`config.mk`:
```
export PLATFORM = sky130hd
export DESIGN_NAME = gmii_rx_framer
export DESIGN_NICKNAME = d
export VERILOG_FILES = /design/src/rtl/gmii_rx_framer.sv
export SDC_FILE = /design/constraint.sdc
export NUM_CORES = 1
export LEC_CHECK = 0
export ABC_AREA = 1
export CELL_PAD_IN_SITES_DETAIL_PLACEMENT = 1
export CELL_PAD_IN_SITES_GLOBAL_PLACEMENT = 1
export CORE_MARGIN = 3
export CORE_UTILIZATION = 35
export DETAILED_ROUTE_END_ITERATION = 6
export PLACE_DENSITY = 0.77
export REMOVE_ABC_BUFFERS = 1
export SYNTH_ARGS = -nofsm -noshare
export SYNTH_HDL_FRONTEND = slang
export SYNTH_SLANG_ARGS = --single-unit
```
`constraint.sdc`:
```
create_clock -name rx_clk -period 1.5 [get_ports rx_clk]
set_clock_uncertainty 0.05 [all_clocks]
set_input_delay 0.375 -clock rx_clk [delete_from_list [all_inputs] [get_ports rx_clk]]
set_output_delay 0.375 -clock rx_clk [all_outputs]
set_load 0.01 [all_outputs]
```
`src/rtl/gmii_rx_framer.sv`:
```
// GMII receive framer: strips preamble/SFD, streams frame bytes with offsets,
// and issues a per-frame length/error verdict plus good/bad frame counters.
// Optional FCS checking is enabled by defining RX_FCS_CHECK_EN.
`timescale 1ns/1ps
module gmii_rx_framer #(
  parameter int unsigned MIN_LEN = 64,
  parameter int unsigned MAX_LEN = 1518
) (
  input  logic        rx_clk,
  input  logic        reset_n,
  input  logic        rx_dv,
  input  logic        rx_er,
  input  logic [7:0]  rxd,
  output logic        out_valid,
  output logic [7:0]  out_data,
  output logic        out_sof,
  output logic [10:0] out_addr,
  output logic        frame_done,
  output logic        frame_ok,
  output logic [10:0] frame_len,
  output logic [15:0] cnt_ok,
  output logic [15:0] cnt_err
);

  localparam int unsigned CNT_W    = 11;
  localparam int unsigned PRE_W    = 4;
  localparam logic [CNT_W-1:0] CNT_MAX = '1;
  localparam logic [PRE_W-1:0] PRE_MAX = '1;
  localparam logic [7:0] PRE_BYTE  = 8'h55;
  localparam logic [7:0] SFD_BYTE  = 8'hD5;

  typedef enum logic [1:0] {S_IDLE, S_PREAMBLE, S_DATA, S_DROP} state_t;

  state_t           r_state;
  logic [PRE_W-1:0] r_pre_cnt;
  logic [CNT_W-1:0] r_byte_cnt;
  logic             r_err;

  logic w_sfd_hit;
  logic w_len_ok;
  logic w_fcs_ok;
  logic w_frame_ok;

  // Error-free SFD byte on the line this cycle
  assign w_sfd_hit  = rx_dv && !rx_er && (rxd == SFD_BYTE);
  // Length window on the saturated byte count
  assign w_len_ok   = (32'(r_byte_cnt) >= MIN_LEN) && (32'(r_byte_cnt) <= MAX_LEN);
  assign w_frame_ok = !r_err && w_len_ok && w_fcs_ok;

`ifdef RX_FCS_CHECK_EN
  localparam logic [31:0] CRC_POLY_REF = 32'hEDB88320;
  localparam logic [31:0] CRC_RESIDUE  = 32'hC704DD7B;

  logic [31:0] r_crc;
  logic [31:0] w_crc_rev;

  function automatic logic [31:0] crc_byte(input logic [31:0] c, input logic [7:0] d);
    logic [31:0] v;
    v = c ^ {24'h000000, d};
    for (int i = 0; i < 8; i++) begin
      v = v[0] ? ((v >> 1) ^ CRC_POLY_REF) : (v >> 1);
    end
    return v;
  endfunction

  // Reflected CRC-32 over every DATA byte, seeded when the SFD is accepted
  always_ff @(posedge rx_clk or negedge reset_n) begin
    if (!reset_n) begin
      r_crc <= '0;
    end else if (w_sfd_hit && (r_state == S_IDLE || r_state == S_PREAMBLE)) begin
      r_crc <= '1;
    end else if (r_state == S_DATA && rx_dv) begin
      r_crc <= crc_byte(r_crc, rxd);
    end
  end

  // Residue is quoted in normal bit order; the shift register holds it reflected
  always_comb begin
    w_crc_rev = '0;
    for (int i = 0; i < 32; i++) begin
      w_crc_rev[i] = r_crc[31-i];
    end
  end

  assign w_fcs_ok = (w_crc_rev == CRC_RESIDUE);
`else
  assign w_fcs_ok = 1'b1;
`endif

  // Framing FSM with registered stream, verdict and counter outputs
  always_ff @(posedge rx_clk or negedge reset_n) begin
    if (!reset_n) begin
      r_state    <= S_IDLE;
      r_pre_cnt  <= '0;
      r_byte_cnt <= '0;
      r_err      <= 1'b0;
      out_valid  <= 1'b0;
      out_data   <= '0;
      out_sof    <= 1'b0;
      out_addr   <= '0;
      frame_done <= 1'b0;
      frame_ok   <= 1'b0;
      frame_len  <= '0;
      cnt_ok     <= '0;
      cnt_err    <= '0;
    end else begin
      out_valid  <= 1'b0;
      out_sof    <= 1'b0;
      frame_done <= 1'b0;
      frame_ok   <= 1'b0;
      frame_len  <= '0;
      unique case (r_state)
        S_IDLE: begin
          r_pre_cnt <= '0;
          if (rx_er) begin
            r_state <= S_DROP;
          end else if (rx_dv) begin
            if (rxd == PRE_BYTE) begin
              r_state   <= S_PREAMBLE;
              r_pre_cnt <= PRE_W'(1);
            end else if (w_sfd_hit) begin
              r_state    <= S_DATA;
              r_byte_cnt <= '0;
              r_err      <= 1'b0;
            end else begin
              r_state <= S_DROP;
            end
          end
        end
        S_PREAMBLE: begin
          if (!rx_dv) begin
            r_state <= S_IDLE;
          end else if (rx_er) begin
            r_state <= S_DROP;
          end else if (rxd == PRE_BYTE) begin
            // A 16th preamble byte exceeds the allowed run
            if (r_pre_cnt == PRE_MAX) r_state <= S_DROP;
            else                      r_pre_cnt <= r_pre_cnt + PRE_W'(1);
          end else if (w_sfd_hit) begin
            r_state    <= S_DATA;
            r_byte_cnt <= '0;
            r_err      <= 1'b0;
          end else begin
            r_state <= S_DROP;
          end
        end
        S_DATA: begin
          if (rx_dv) begin
            if (rx_er) r_err <= 1'b1;
            if (r_byte_cnt != CNT_MAX) begin
              out_valid  <= 1'b1;
              out_data   <= rxd;
              out_addr   <= r_byte_cnt;
              out_sof    <= (r_byte_cnt == '0);
              r_byte_cnt <= r_byte_cnt + CNT_W'(1);
            end
          end else begin
            r_state    <= S_IDLE;
            frame_done <= 1'b1;
            frame_ok   <= w_frame_ok;
            frame_len  <= r_byte_cnt;
            if (w_frame_ok) cnt_ok  <= cnt_ok + 16'd1;
            else            cnt_err <= cnt_err + 16'd1;
          end
        end
        S_DROP: begin
          if (!rx_dv) begin
            r_state <= S_IDLE;
            cnt_err <= cnt_err + 16'd1;
          end
        end
      endcase
    end
  end

endmodule
```
==> metrics.csv, run 1 <==
metric;value;unit
result of the run;finished with violations;
violated checks;negative setup slack;
final count of hold timing violations;0;
setup TNS after final layout;-8.10;ns
top library cells by usage in the layout, fill and taps aside;sky130_fd_sc_hd__nand2_1 (149), sky130_fd_sc_hd__buf_4 (97), sky130_fd_sc_hd__dfrtp_1 (76), sky130_fd_sc_hd__dlygate4sd2_1 (62), sky130_fd_sc_hd__nand2_2 (48);
RSZ-0062 raised after global routing;yes;
clock network fraction of total power;0.260;
part of the power in registers;0.342;
H-tree Lvls;3;
final setup violating endpoints;65;
slack of the worst reg-to-reg path;-0.22;ns
required time at the worst-slack endpoint;1.74;ns
overall die area;14100;µm²
pin count of the biggest net entering global routing;48;
cell breakdown of the critical path;ha_2 > inv_2 > nor2_4 > nand2_2 > nor2_4 > nand2_2 > nand2_4 > buf_12 > clkbuf_16 > nand2_1 > nand2_1;
1st-pass router iterations;4;
shortest period the worst path allows;1.72;ns
count of yosys warnings during synthesis;0;
effective utilization at floorplan;0.364;
NumNets Final;785;
synthesized flop and latch total;84;
CP Launch Type;flip-flop;
Fmax achieved;0.580;GHz
number of cell rows;40;
Ports;78;
footprint of the flip-flops and latches;2110;µm²
GP Congestion;0.837;
Area growth syn-to-layout;60.6;%
detailed-route wire length per cell;18.0;µm
TritonCTS clock tree;built;
Multi-input gate area;2460;µm²
class of the worst hold path;in -> reg;
Core Area;12200;µm²
leading cell type in the layout, fill and taps excluded;sky130_fd_sc_hd__nand2_1;
Die Wd;119;µm
DR vias/cell;5.01;
clock net sink count;84;
total DRC errors in the routed layout;0;
Unique masters post-synth;37;
worst hold slack;0.317;ns
clk slew on worst S/H paths;0.06;ns
Pins Over Slew Limit;0;
sum of net half-perimeters after detailed placement;10.3;mm
antenna-violating nets left;0;
maximum number of buffers from clock root to sink;2;
type of the setup path with the least slack;reg -> reg;
layout cell share with drive strength beyond 1;0.345;
crit-path max FO;6;
Max IR drop VDD;0.756;mV
library cell used as clock root buffer;sky130_fd_sc_hd__clkbuf_16;
Comb power frac;0.398;
via count of the first global-routing pass;5060;
antenna violations before repair;0;
pwr/cell area;1150;nW/µm²
DRC violation total after the first TritonRoute iteration;217;
cell with the largest stage delay on the worst path;sky130_fd_sc_hd__dfrtp_1;
routed vias;4722;
transition time at the pin with the least slew margin;0.465;ns
net switching share of the total power;0.366;
peak per-stage delay on the critical path;0.38;ns
clock latency on the worst-skew pair;0.35;ns
max-slew headroom at the worst pin;0.690;
aggregate global routing overflow;0;
synthesized instance count;568;
global-route wire length before repair;25.9;mm
P_leak;3.63;nW
Port-buffer cells;77;
GR Util All Layers;0.229;
synthesized area per cell;7.82;µm²
routed wire length;17.0;mm
Synth Cell Area;4440;µm²
Max-cap violations;0;
Int Pwr;5.19;mW
sequential cell area fraction in the yosys report;0.473;
Worst Setup Slack, final;-0.224;ns
share of the clock period used by the worst path after layout;1.15;
Crit. End Element;flip-flop;
final-layout fill cell count;1469;
Net Switching;3.00;mW
Inserted Clock Buffers;9;
Data arrival, critical path;1.96;ns
DIE HEIGHT;119;µm
[stage by stage]
step / setup slack, ns / cells / power, mW / utilization / cell area [µm²]
CTS: -0.147 / 930 / 7.72 / 0.555 / 6770
detailed placement: -0.613 / 879 / 5.29 / 0.487 / 5950
global placement: -0.465 / 879 / 5.17 / 0.487 / 5950
floorplan: -0.215 / 556 / 3.89 / - / 4340
global route: -0.298 / 941 / 8.60 / 0.584 / 7130
finish: -0.224 / 942 / 8.19 / 0.584 / 7140
[metal layers]
| layer | routed length, µm | global-route usage |
|---|---|---|
| met5 | 0 | 0 |
| met4 | 515 | 0.0941 |
| met3 | 511 | 0.0388 |
| met2 | 9060 | 0.420 |
| met1 | 6910 | 0.263 |
[critical path, delay by kind of cell (launching register included)]
family	cells	cell delay [ns]
buffers and inverters	3	0.34
adders and majority gates	1	0.22
and+or+nand+nor	7	0.67
DFF	1	0.38
[flip-flops by register name, indices dropped and copies added, names as in the netlist, 2 cells and up]
signal and cells:
cnt_err 16, cnt_ok 16, frame_len 11, out_addr 11
out_data 8, r_byte_cnt 11, r_pre_cnt 4, r_state 2
[kinds of logic after synthesis]
family,Yosys count,share of synthesized area
flops,84,0.473
compound gates,36,0.0445
fa+ha+maj,5,0.0141
buf+inv,62,0.0664
simple gates,355,0.351
xor+xnor,26,0.0512
[Yosys cell counts (all sizes together)]
cell type	n	share of area
xor2	14	0.028
or2	1	0.0014
clkbuf	1	0.00084
nand3	53	0.064
nand2	207	0.18
xnor2	12	0.024
nor3b	1	0.0017
o21bai	1	0.0017
nor4	1	0.0014
inv	49	0.041
o21ai	31	0.036
nand4	11	0.022
nor3	10	0.012
dfrtp	84	0.47
clkinv	1	0.00084
a22o	1	0.0020
nand3b	3	0.0051
a211oi	1	0.0028
buf	11	0.023
nor2	68	0.063
ha	5	0.014
a21oi	2	0.0023
[power by group through the flow]
stage	clock (mW)	sequential (mW)	combinational (mW)
global placement	0	2.82	2.35
floorplan	0	2.95	0.935
finish	2.13	2.80	3.26
global route	2.25	2.83	3.52
detailed placement	0	2.84	2.45
CTS	2.14	2.77	2.80
[final cells by class]
class | count | share of cell area
Multi-Input combinational cell | 422 | 0.344
Sequential cell | 84 | 0.296
Timing Repair Buffer | 200 | 0.262
Clock buffer | 13 | 0.0351
Tap cell | 168 | 0.0295
Inverter | 50 | 0.0282
Clock inverter | 3 | 0.00316
Timing Repair inverter | 1 | 0.00123
Antenna cell | 1 | 0.000351
[worst paths after layout]
kind                               start  cells after the start          end
setup / recovery           r_byte_cnt[0]                     11  out_data[2]
hold / removal                    rxd[5]                      3  out_data[5]
setup reg to reg           r_byte_cnt[0]                     11  out_data[2]
hold reg to reg              out_data[5]                      2  out_data[5]
max in group asynchronous        reset_n                      3   r_state[1]
min in group asynchronous        reset_n                      2   cnt_err[9]
[timing repair]
| item | CTS | global route |
|---|---|---|
| setup buffers | 31 | 11 |
| gates resized for setup | 182 | 75 |
| endpoints found under the hold margin | 37 | 0 |
| pin swaps | 25 | 23 |
| hold buffers | 1 | 0 |
| gates cloned | 4 | 3 |
| endpoints found under the setup margin | 138 | 78 |
No activity file was read; power rests on OpenSTA's default activity.
==> run 2: changes to the inputs <==
==> constraint.sdc (replaced) <==
create_clock -name rx_clk -period 1.5 [get_ports rx_clk]
set_clock_uncertainty 0.05 [all_clocks]
set_input_delay 0.3 -clock rx_clk [delete_from_list [all_inputs] [get_ports rx_clk]]
set_output_delay 0.3 -clock rx_clk [all_outputs]
set_load 0.01 [all_outputs]
==> metrics.csv, run 2 (synthesis results as in run 1) <==
metric;value;unit;change
violated checks;negative setup slack;;
antenna diode count;0;;-1
Die Wd;119;µm;unchanged
Bufs and invs on worst path;3;;unchanged
startpoint of the lowest-slack register-to-register path;r_byte_cnt[0];;
DIE HEIGHT;119;µm;unchanged
GP Congestion;0.857;;+2.5%
Global Route met3 Usage;0.0383;;-0.000478
Reg2Reg Capture Point;out_addr[10];;
Ports;78;;unchanged
Hold Path Depth;3;;unchanged
Max-cap violations;0;;unchanged
Area growth syn-to-layout;63.0;%;
GR Util All Layers;0.236;;+0.00697
effective utilization at floorplan;0.364;;unchanged
Core Area;12200;µm²;unchanged
DRC violation total after the first TritonRoute iteration;305;;+41%
leading cell type in the layout, fill and taps excluded;sky130_fd_sc_hd__nand2_1;;
via count of the first global-routing pass;5119;;+1.2%
max-slew headroom at the worst pin;0.683;;-0.00712
slack of the worst reg-to-reg path;-0.30;ns;-0.08 ns
RSZ-0062 raised after global routing;yes;;
cell with the largest stage delay on the worst path;sky130_fd_sc_hd__dfrtp_1;;
placed inst area;5860;µm²;-1.6%
top library cells by usage in the layout, fill and taps aside;sky130_fd_sc_hd__nand2_1 (136), sky130_fd_sc_hd__buf_4 (89), sky130_fd_sc_hd__dfrtp_1 (74), sky130_fd_sc_hd__dlygate4sd2_1 (64), sky130_fd_sc_hd__nor2_1 (46);;
crit-path max FO;6;;unchanged
Most Crowded Layer GR;met2;;
pwr/cell area;1190;nW/µm²;+3.7%
Inserted Clock Buffers;9;;unchanged
Port-buffer cells;77;;unchanged
Data arrival, critical path;2.03;ns;+0.07 ns
total DRC errors in the routed layout;0;;unchanged
met2 track demand over resource;0.435;;+0.0156
CP Launch Type;flip-flop;;
Max IR drop VDD;0.669;mV;-12%
final count of hold timing violations;0;;unchanged
cell breakdown of the critical path;ha_4 > inv_4 > nor2_4 > nand2_4 > nor2_4 > nand2_2 > nand2_4 > buf_12 > buf_12 > nand2_2 > o21ai_1;;
antenna-violating nets left;0;;unchanged
result of the run;finished with violations;;
final non-filler cell total;928;;-1.5%
met1 global-route usage;0.276;;+0.0127
worst-case setup slack after placement;-0.433;ns;+0.179 ns
Worst Setup Slack, final;-0.305;ns;-0.0813 ns
routed wire length;18.5;mm;+9.1%
detailed-route wire length per cell;20.0;µm;+11%
hold wc startpoint;rxd[3];;
final-layout fill cell count;1425;;-3.0%
maximum number of buffers from clock root to sink;2;;unchanged
P_leak;3.62;nW;-0.18%
Pins Over Slew Limit;0;;unchanged
pin count of the biggest net entering global routing;85;;+77%
type of the setup path with the least slack;reg -> reg;;
share of the clock period used by the worst path after layout;1.20;;+0.0542
aggregate global routing overflow;0;;unchanged
peak per-stage delay on the critical path;0.45;ns;+0.07 ns
shortest period the worst path allows;1.80;ns;+0.0813 ns
antenna violations before repair;0;;unchanged
Crit. End Element;flip-flop;;
Placed Instances;865;;-1.6%
leading registers by flop count;cnt_err: 16 flops, cnt_ok: 16 flops;;
1st-pass router iterations;4;;unchanged
clock net sink count;84;;unchanged
sum of net half-perimeters after detailed placement;9.50;mm;-7.7%
Post-Layout Inst Area;7240;µm²;+1.5%
library cell used as clock root buffer;sky130_fd_sc_hd__clkbuf_16;;
required time at the worst-slack endpoint;1.72;ns;-0.02 ns
clk slew on worst S/H paths;0.07;ns;about the same
clock latency on the worst-skew pair;0.36;ns;about the same
global-route wire length before repair;26.6;mm;+2.7%
overall die area;14100;µm²;unchanged
Fmax achieved;0.554;GHz;-4.5%
H-tree Lvls;3;;unchanged
Core Util, Final;0.593;;+0.00881
CP top delay family;simple AND/OR/NAND/NOR gates;;
DR vias/cell;5.12;;+2.2%
routed vias;4753;;+0.66%
TritonCTS clock tree;built;;
transition time at the pin with the least slew margin;0.476;ns;+0.0112 ns
final setup violating endpoints;70;;+7.7%
Hold Path End;out_data[3];;
R2R cell count;11;;unchanged
NumNets Final;773;;-1.5%
number of cell rows;40;;unchanged
class of the worst hold path;in -> reg;;
layout cell share with drive strength beyond 1;0.386;;+0.0401
worst hold slack;0.210;ns;-0.107 ns
## run 2: cell count changes in the layout (fill, tap and decap cells not counted), sizes merged, moves of 2 or more
cell	change
inv	-2
clkinv	+4
clkdlybuf4s50	+3
buf	-12
clkdlybuf4s15	-6
bufinv	+2
dlygate4sd2	+2
clkbuf	-4
## run 2: how the worst max path moves through the flow
stage | startpoint | endpoint | cells after the start
floorplan | r_byte_cnt[0] | r_byte_cnt[1] | 10
global placement | rx_dv | r_byte_cnt[10] | 9
detailed placement | rxd[0] | r_pre_cnt[0] | 8
CTS | r_byte_cnt[0] | r_byte_cnt[7] | 11
global route | r_byte_cnt[6] | r_byte_cnt[2] | 10
finish | r_byte_cnt[0] | out_addr[10] | 11
## run 2: area by class of cell
| cell class | instances | area, µm² | area share |
|---|---|---|---|
| Clock buffer | 9 | 225 | 0.0311 |
| Clock inverter | 6 | 80.1 | 0.0111 |
| Tap cell | 168 | 210 | 0.0290 |
| Sequential cell | 84 | 2110 | 0.292 |
| Multi-Input combinational cell | 423 | 2670 | 0.368 |
| Inverter | 50 | 210 | 0.0290 |
| Timing Repair inverter | 1 | 7.51 | 0.00104 |
| Timing Repair Buffer | 187 | 1730 | 0.239 |
## run 2: tightest hold or removal path, delay by kind of cell
family | cells | cell delay (ns)
buffers and inverters | 1 | 0.13
and+or+nand+nor | 2 | 0.14
## run 2: timing repair
action,4_1_cts,5_1_grt
pin swaps,20,32
buffers inserted,31,13
hold buffers,1,0
hold endpoints to repair,84,0
cloned,4,3
resized for setup,162,129
setup endpoints to repair,134,85
## run 2: power breakdown
group | switching (mW) | total, mW | internal, mW
clock network | 0.980 | 2.42 | 1.44
registers | 0.271 | 2.84 | 2.57
logic | 1.92 | 3.36 | 1.44
total | 3.17 | 8.61 | 5.44
## run 2: through the flow
step	total power, mW	setup TNS, ns
after floorplan	3.89	-4.34
after global placement	5.07	-23.99
after detailed placement	5.18	-27.09
after CTS	7.96	-3.69
after global routing	9.02	-15.91
final	8.61	-11.96
## run 2: metal layers
metal	wire length [µm]	vias up
li1	-	2184
met1	7440	2420
met2	9910	111
met3	708	38
met4	487	0
met5	0	-
